File: src/rtl/buffer_drain_ctrl.sv
// buffer_drain_ctrl: drains a registered-read input buffer into a 2-entry
// output queue and presents the words in FIFO order on a valid/ready port.
// Optional feature: define DRAIN_COUNT_EN to add drain_count_o, a 16-bit
// wrapping counter of delivered words.
//
// state | meaning
// ------+--------------------------------------------
// EMPTY | no word queued, out_valid_o low
// HALF  | one word queued at the head
// FULL  | two words queued (head + tail), no more reads
module buffer_drain_ctrl #(
  parameter int DATA_WIDTH = 16
) (
  input  logic                  clk,
  input  logic                  reset,
  input  logic                  buf_empty_i,
  input  logic [DATA_WIDTH-1:0] buf_data_i,
  output logic                  buf_read_o,
  output logic                  out_valid_o,
  input  logic                  out_ready_i,
  output logic [DATA_WIDTH-1:0] out_data_o
`ifdef DRAIN_COUNT_EN
  ,
  output logic [15:0]           drain_count_o
`endif
);

  typedef enum logic [1:0] {
    EMPTY = 2'd0,
    HALF  = 2'd1,
    FULL  = 2'd2
  } occ_t;

  occ_t                  state;
  logic [1:0]            occ;
  logic                  inflight;
  logic                  pop;
  logic [2:0]            credit;
  logic [DATA_WIDTH-1:0] tail_q;

  // Credit counts queued words plus the word on its way back from the
  // buffer, minus the one leaving this cycle; reads stop at 2 so the queue
  // can never overflow.
  assign occ        = state;
  assign pop        = out_valid_o & out_ready_i;
  assign credit     = {1'b0, occ} + {2'b00, inflight} - {2'b00, pop};
  assign buf_read_o = !reset && !buf_empty_i && (credit < 3'd2);

  // Occupancy FSM with the head register driving out_data_o directly and
  // out_valid_o registered alongside the state.
  always_ff @(posedge clk or posedge reset) begin
    if (reset) begin
      state       <= EMPTY;
      inflight    <= 1'b0;
      out_valid_o <= 1'b0;
      out_data_o  <= '0;
      tail_q      <= '0;
    end else begin
      inflight <= buf_read_o;
      case (state)
        EMPTY: begin
          if (inflight) begin
            out_data_o  <= buf_data_i;
            out_valid_o <= 1'b1;
            state       <= HALF;
          end
        end
        HALF: begin
          case ({inflight, pop})
            2'b10: begin
              tail_q <= buf_data_i;
              state  <= FULL;
            end
            2'b01: begin
              out_valid_o <= 1'b0;
              state       <= EMPTY;
            end
            2'b11: begin
              out_data_o <= buf_data_i;
            end
            default: ;
          endcase
        end
        FULL: begin
          // A push here cannot happen while credit gates the reads; the
          // push+pop arm only keeps the queue coherent if it ever did.
          if (pop) begin
            out_data_o <= tail_q;
            if (inflight) begin
              tail_q <= buf_data_i;
            end else begin
              state <= HALF;
            end
          end
        end
        default: begin
          out_valid_o <= 1'b0;
          state       <= EMPTY;
        end
      endcase
    end
  end

`ifdef DRAIN_COUNT_EN
  // Delivered-word counter, wraps naturally at 16 bits.
  always_ff @(posedge clk or posedge reset) begin
    if (reset) begin
      drain_count_o <= 16'h0000;
    end else if (pop) begin
      drain_count_o <= drain_count_o + 16'h0001;
    end
  end
`endif

endmodule

File: config.mk
export PLATFORM = sky130hd
export DESIGN_NAME = buffer_drain_ctrl
export DESIGN_NICKNAME = d
export VERILOG_FILES = /design/src/rtl/buffer_drain_ctrl.sv
export SDC_FILE = /design/constraint.sdc
export NUM_CORES = 1
export LEC_CHECK = 0
export BUFFER_PORTS_ARGS = -buffer_cell sky130_fd_sc_hd__buf_2
export CORE_UTILIZATION = 56
export DETAILED_ROUTE_END_ITERATION = 8
export PLACE_DENSITY = 0.87
export SYNTH_ARGS = -nofsm -noshare
export SYNTH_HDL_FRONTEND = slang
export SYNTH_SLANG_ARGS = --single-unit
File: constraint.sdc
create_clock -name clk -period 3.8 [get_ports clk]
set_input_delay 0.38 -clock clk [delete_from_list [all_inputs] [get_ports clk]]
set_output_delay 0.38 -clock clk [all_outputs]
set_load 0.005 [all_outputs]
==> summary.txt, run 1 <==
Timing
  – Setup_tns: 0 ps
  – Final setup viols: 0
  – Max-slew headroom: 33.8%
  – Worst Tran Pin Value: between 900 and 1000 ps
  – Fmax: 369 MHz
  – Skew final: 11.3 ps
  – Slew Limit Fails: 0
  – RSZ-0062 raised after global routing: no
  – Final hold vios: 0
  – Final Critical Period: about 2700 ps
  – Final period util: 71.3%

Drt
  – Drt pass-1 iters: 6
  – Via density: roughly 5.6
  – Drt wl/cell: around 16 µm
  – Post-DRT Antenna Nets: 0
  – Initial DRC count: 43
  – Routed WL: 2.97 mm
  – DR vias: 1048
  – Post-route DRC violation count: 2

Worst setup path
  – Crit path max-delay family: adder cells
  – WP buf/inv: 1
  – Crit end category: output port
  – CP Cell Sequence: nand2_1 -> ha_1 -> nand2b_1 -> fa_1 -> xor2_1 -> nor4b_1 -> buf_2
  – Worst Reg-to-Reg Cells: 5
  – Crit path depth: 7
  – CP max FO: 6
  – R2r startpoint: out_valid_o$_DFFE_PP0P_
  – Crit path arrival time: 2330 ps
  – Reg2reg end: tail_q[15]$_DFFE_PP0P_
  – Worst Setup SP: out_valid_o$_DFFE_PP0P_
  – Worst reg2reg setup slack: 1580 ps
  – Startpoint types: flop
  – CP Capture Point: buf_read_o
  – Worst Path Required: ~3400 ps
  – CP Class: flop to output port
  – Crit-path slowest cell: dfrtp_1
  – CP max stage delay: 430 ps

GRT
  – Vias in the first global route: 1115
  – Initial antenna violation count: 0
  – Grt ovf: 0
  – First-pass GRT wire length: 5.05 mm
  – Largest net degree at the start of global routing: 33
  – Gr usage total: approximately a fifth

Finish
  – Synth-to-Final Area Change: 15.2%
  – Total Nets Final: 176
  – Antenna Cells: 0
  – Layout cell share with drive strength beyond 1: a little over three fifths
  – Final core utilization: 70.3%

Clock network
  – Clk slew on worst S/H paths: between 100 and 150 ps
  – CTS Sinks: 36
  – CTS tree: done
  – Clk_lat worst skew: between 300 and 400 ps
  – Cts bufs inserted: 5
  – Clock Path Buffers: 2
  – Htree depth: 2
  – Clock root buffer: clkbuf_4

Power and ir drop
  – Leakage: between 0.9 and 1 nW
  – PD cells: 741 nW/µm²
  – VDD IR max: ~0.00047 V

Floorplan
  – Die area: approximately 3300 µm²
  – Die width: 57.5 µm
  – FP Rows: 19
  – Initial Utilization: 61.0%
  – I/O pin count: 38
  – Total core area: 2830 µm²
  – Die height: 57.5 µm

Run
  – Maxcap violations: 0

Worst hold path
  – Hold WC Path Type: input port to flop

Yosys
  – Synth top area cells: dfrtp_1, mux2_2, mux2_4
  – Sequential fraction of the synthesis area: between 50 and 60%
  – Post-synthesis cell count: 113
  – Post-synthesis cell area: between 1500 and 2000 µm²
  – Post-Syn Nets: between 100 and 150
  – Post-Synth Simple-Gate Area: under 10%
  – Yosys top cell area share: 52.2%
  – Adder and majority cell fraction of the synthesized area: approximately 1.9%
  – Mux share of post-synthesis cell area: 33.5%
  – Avg Synthesized Cell Area: 15.3 µm²
  – Synth cell types: 26
  – Synthesis-stage register bit count: 36
  – Yosys warning total: 0
  – Post-synthesis xor/xnor area fraction: 0.507%
  – Main combinational cell family by area after synthesis: multiplexers
  – Compound-Gate Fraction of Synth Area: about 3.8%
  – Cell taking the most area after synthesis: dfrtp_1

Run status
  – Failing checks: design-rule violations
  – Status: finished with violations

Placed design
  – GP Congestion: 0.760
  – Number of buffers added on ports: 37
  – Final HPWL DP: 2.02 mm
final cells by class:
type,instances,area (µm²)
clock inverters,3,42.5
well taps,31,38.8
flip-flops and latches,36,901
fillers,197,840
inverters,3,11.3
clock buffers,5,37.5
multi-input cells,68,748
repair buffers,40,210
cell usage after synthesis (all sizes together):
cell type	count
inv	3
o21ai	1
fa	1
a21boi	1
and3b	1
ha	1
nand2	1
a21oi	2
buf	6
nor4b	1
nor2	2
o31a	1
xor2	1
and2b	1
mux2	48
nand3b	1
o32ai	2
dfrtp	36
a211o	1
nand2b	2
worst min-delay path by stage:
stage                      startpoint                endpoint  cells after the start
2_1_floorplan  tail_q[10]$_DFFE_PP0P_  tail_q[10]$_DFFE_PP0P_                      1
3_3_place_gp                    reset      inflight$_DFF_PP0_                      2
3_5_place_dp                    reset      inflight$_DFF_PP0_                      2
4_1_cts                   buf_empty_i      inflight$_DFF_PP0_                      2
5_1_grt                   buf_empty_i      inflight$_DFF_PP0_                      2
6_report                  buf_empty_i      inflight$_DFF_PP0_                      2
metal layers:
| metal | track usage [%] | up-vias | routed length (µm) |
|---|---|---|---|
| li1 | - | 485 | - |
| met1 | 27.9 | 516 | 1360 |
| met2 | 31.4 | 43 | 1390 |
| met5 | 0 | - | 0 |
| met4 | 9.76 | 0 | 46 |
| met3 | 6.12 | 4 | 166 |
cell families after synthesis:
kind of cell | Yosys count
mux | 48
flops | 36
buf+inv | 9
simple gates | 9
compound gates | 8
fa+ha+maj | 2
xor+xnor | 1
stage by stage:
| step | std cells | hold WS [ps] | total power, W | setup slack, ps | cell area (µm²) |
|---|---|---|---|---|---|
| CTS | 186 | 176 | 0.00149 | 1040 | 1990 |
| global placement | 177 | 281 | 0.00117 | 1440 | 1900 |
| global route | 186 | 180 | 0.00157 | 923 | 1990 |
| finish | 186 | 193 | 0.00147 | 1090 | 1990 |
| floorplan | 113 | 475 | 0.00105 | 1640 | 1730 |
| detailed placement | 177 | 289 | 0.00122 | 1380 | 1900 |
timing repair:
| item | 4_1_cts | 5_1_grt |
|---|---|---|
| gates resized for setup | 0 | 0 |
| hold endpoints to repair | 4 | 0 |
| hold buffers | 1 | 0 |
| setup buffers | 0 | 0 |
state kept, by name (all words and copies together), names as in the netlist:
register and cells:
out_valid_o 1, out_data_o 16, tail_q 16, inflight 1
occ 2
worst register-to-register path, cell delays in order (launching register included):
cell and delay (ps):
dfrtp_1 430, nand2_1 130, ha_1 220, nand3b_1 110
o31a_1 810, mux2_2 420
power by group:
part / switching [W] / total [W] / leakage (nW) / internal, W
clock network: 0.000133 / 0.000270 / 0.0412 / 0.000137
registers: 0.000111 / 0.000683 / 0.439 / 0.000572
logic: 0.000188 / 0.000521 / 0.498 / 0.000333
total: 0.000432 / 0.00147 / 0.978 / 0.00104
cells in the final DEF, fill, tap and decap left out:
cell type and count:
a21oi_1 2, ha_1 1, dfrtp_1 36, dlygate4sd3_1 1, clkinvlp_4 1, nand2b_1 1, buf_4 2, a211o_1 1
o32ai_1 1, and2b_1 1, nand3b_1 1, and3b_1 1, xor2_1 1, buf_2 37, bufinv_16 1, o32ai_2 1
fa_1 1, nand2_1 1, a21boi_1 1, inv_1 3, mux2_4 10, o31a_1 1, o21ai_0 1, mux2_2 38
clkinv_2 1, clkbuf_4 5, nand2b_4 1, nor4b_1 1, nor2_1 2
No activity file was read; power rests on OpenSTA's default activity.
==> run 2: changes to the inputs <==
--- a/config.mk
+++ b/config.mk
@@ -6,9 +6,9 @@
 export NUM_CORES = 1
 export LEC_CHECK = 0
 export BUFFER_PORTS_ARGS = -buffer_cell sky130_fd_sc_hd__buf_2
-export CORE_UTILIZATION = 56
+export CORE_UTILIZATION = 53
 export DETAILED_ROUTE_END_ITERATION = 8
-export PLACE_DENSITY = 0.87
+export PLACE_DENSITY = 0.83
 export SYNTH_ARGS = -nofsm -noshare
 export SYNTH_HDL_FRONTEND = slang
 export SYNTH_SLANG_ARGS = --single-unit
==> constraint.sdc (replaced) <==
create_clock -name clk -period 2.6 [get_ports clk]
set_input_delay 0.26 -clock clk [delete_from_list [all_inputs] [get_ports clk]]
set_output_delay 0.26 -clock clk [all_outputs]
set_load 0.005 [all_outputs]
==> summary.txt, run 2 (synthesis gave the netlist of run 1 again) <==
Finish
  – Total Nets Final: 180
  – Register Area: 901 µm²
  – Multi-input logic area: roughly 780 µm²
  – Synth-to-Final Area Change: 18.8%
  – Layout cell share with drive strength beyond 1: 66.5%
  – # fillers: between 200 and 250
  – Most frequent cells in the layout: mux2_2, buf_2, dfrtp_1
  – Most common cell after layout, fill and taps aside: mux2_2
  – Antenna Cells: 0
  – Post-route cell area: 2050 µm²

Drt
  – DR vias: 1055
  – Routed WL: 3.07 mm
  – Via density: 5.22
  – Initial DRC count: 31
  – Post-DRT Antenna Nets: 0
  – Drt pass-1 iters: 3
  – Post-route DRC violation count: 0
  – Drt wl/cell: 15.2 µm

Clock network
  – Clk slew on worst S/H paths: 110 ps
  – Htree depth: 2
  – CTS tree: done
  – Clock root buffer: clkbuf_4
  – CTS Sinks: 36
  – Clock Path Buffers: 2
  – Clk_lat worst skew: 330 ps
  – Cts bufs inserted: 5

Worst setup path
  – Reg2reg end: inflight$_DFF_PP0_
  – CP max stage delay: 440 ps
  – WP buf/inv: 1
  – Crit path max-delay family: simple AND/OR/NAND/NOR gates
  – Worst Reg-to-Reg Cells: 7
  – Crit-path slowest cell: dfrtp_1
  – CP Capture Point: buf_read_o
  – R2r startpoint: out_valid_o$_DFFE_PP0P_
  – CP Class: flop to output port
  – CP max FO: 6
  – Crit path arrival time: 2230 ps
  – Crit path depth: 7
  – CP Cell Sequence: nand2_2 -> ha_4 -> nand2b_4 -> fa_2 -> xor2_1 -> nor4b_2 -> buf_2
  – Worst reg2reg setup slack: roughly 650 ps
  – Worst Path Required: approximately 2300 ps
  – Crit end category: output port
  – Startpoint types: flop
  – Worst Setup SP: out_valid_o$_DFFE_PP0P_

GRT
  – First-pass GRT wire length: 4.95 mm
  – Largest net degree at the start of global routing: 23
  – Initial antenna violation count: 0
  – Grt ovf: 0
  – Gr usage total: 20.3%
  – Vias in the first global route: 1097

Timing
  – Final period util: 95.9%
  – Worst hold slack: approximately 160 ps
  – Slew Limit Fails: 0
  – Final setup viols: 0
  – Worst Tran Pin Value: roughly 580 ps
  – Skew final: between 10 and 15 ps
  – Max-slew headroom: roughly three fifths
  – Fmax: 401 MHz
  – Final Critical Period: 2490 ps
  – Final hold vios: 0

Power and ir drop
  – Leakage: 1.00 nW
  – Pint: 0.00151 W
  – VDD IR max: 0.000641 V
  – Sw Share: 29.5%
  – PD cells: 1050 nW/µm²
  – Share of power burned in the clock network: approximately 15%
  – Comb power frac: 37.9%
  – Switching power: 0.000632 W
  – Part of the power in registers: 46.9%

Floorplan
  – I/O pin count: 38
  – FP Rows: 20
  – Total core area: 3080 µm²
  – Die area: 3490 µm²
  – Die width: between 50 and 60 µm
  – Die height: 59.1 µm
  – Initial Utilization: 56.1%

Placed design
  – Number of buffers added on ports: 37
  – Final HPWL DP: 2.10 mm
  – GP Congestion: 0.772
  – DP Area: between 1500 and 2000 µm²

Worst hold path
  – Hold WC Path Type: input port to flop
  – Hold Crit Depth: 2

Run
  – Maxcap violations: 0

Run status
  – Status: finished clean
-- run 2: power by group through the flow --
stage | combinational (W) | sequential [W] | clock (W)
finish | 0.000813 | 0.00101 | 0.000325
global route | 0.000884 | 0.00104 | 0.000366
CTS | 0.000783 | 0.000997 | 0.000336
global placement | 0.000736 | 0.000983 | 0
detailed placement | 0.000775 | 0.00100 | 0
floorplan | 0.000547 | 0.000982 | 0
-- run 2: how the worst min path moves through the flow --
stage / startpoint / end
final: buf_data_i[7] / tail_q[7]$_DFFE_PP0P_
after global routing: buf_data_i[7] / tail_q[7]$_DFFE_PP0P_
after CTS: buf_empty_i / inflight$_DFF_PP0_
after detailed placement: reset / inflight$_DFF_PP0_
after global placement: reset / inflight$_DFF_PP0_
after floorplan: buf_empty_i / inflight$_DFF_PP0_
-- run 2: per-stage QoR --
step / setup TNS [ps] / cells / setup slack (ps) / power (W) / util, %
after floorplan: 0 / 113 / 558 / 0.00153 / -
after global placement: 0 / 191 / 413 / 0.00172 / 62.5
after detailed placement: 0 / 191 / 303 / 0.00178 / 62.5
after CTS: 0 / 199 / 11.6 / 0.00212 / 65.1
after global routing: -1.59 / 202 / -1.59 / 0.00229 / 66.7
final: 0 / 202 / 105 / 0.00214 / 66.7
-- run 2: worst reg2reg max path, delay by kind of cell, from the launching register on --
| kind | cells | cell delay (ps) |
|---|---|---|
| fa+ha+maj | 2 | 550 |
| xor+xnor | 1 | 160 |
| flops | 1 | 440 |
| buf+inv | 1 | 160 |
| simple gates | 3 | 590 |
-- run 2: what timing repair did --
item | CTS | global route
pin swaps | 0 | 2
gates cloned | 0 | 0
buffers inserted | 0 | 3
gates resized for setup | 1 | 4
endpoints found under the setup margin | 1 | 1
hold endpoints to repair | 9 | 0
hold buffers | 1 | 0
-- run 2: layer usage --
metal,share of wire (%),up-vias,global-route usage [%]
met5,0,-,0
met3,4.6,2,8.30
met2,52,27,34.3
li1,-,494,-
met1,43,532,23.3
met4,0.52,0,7.14
-- run 2: layout make-up --
| cell class | count | area share, % |
|---|---|---|
| Inverter | 3 | 0.549 |
| Multi-Input combinational cell | 68 | 38.0 |
| Timing Repair Buffer | 44 | 11.7 |
| Tap cell | 44 | 2.68 |
| Sequential cell | 36 | 43.9 |
| Clock buffer | 7 | 3.17 |
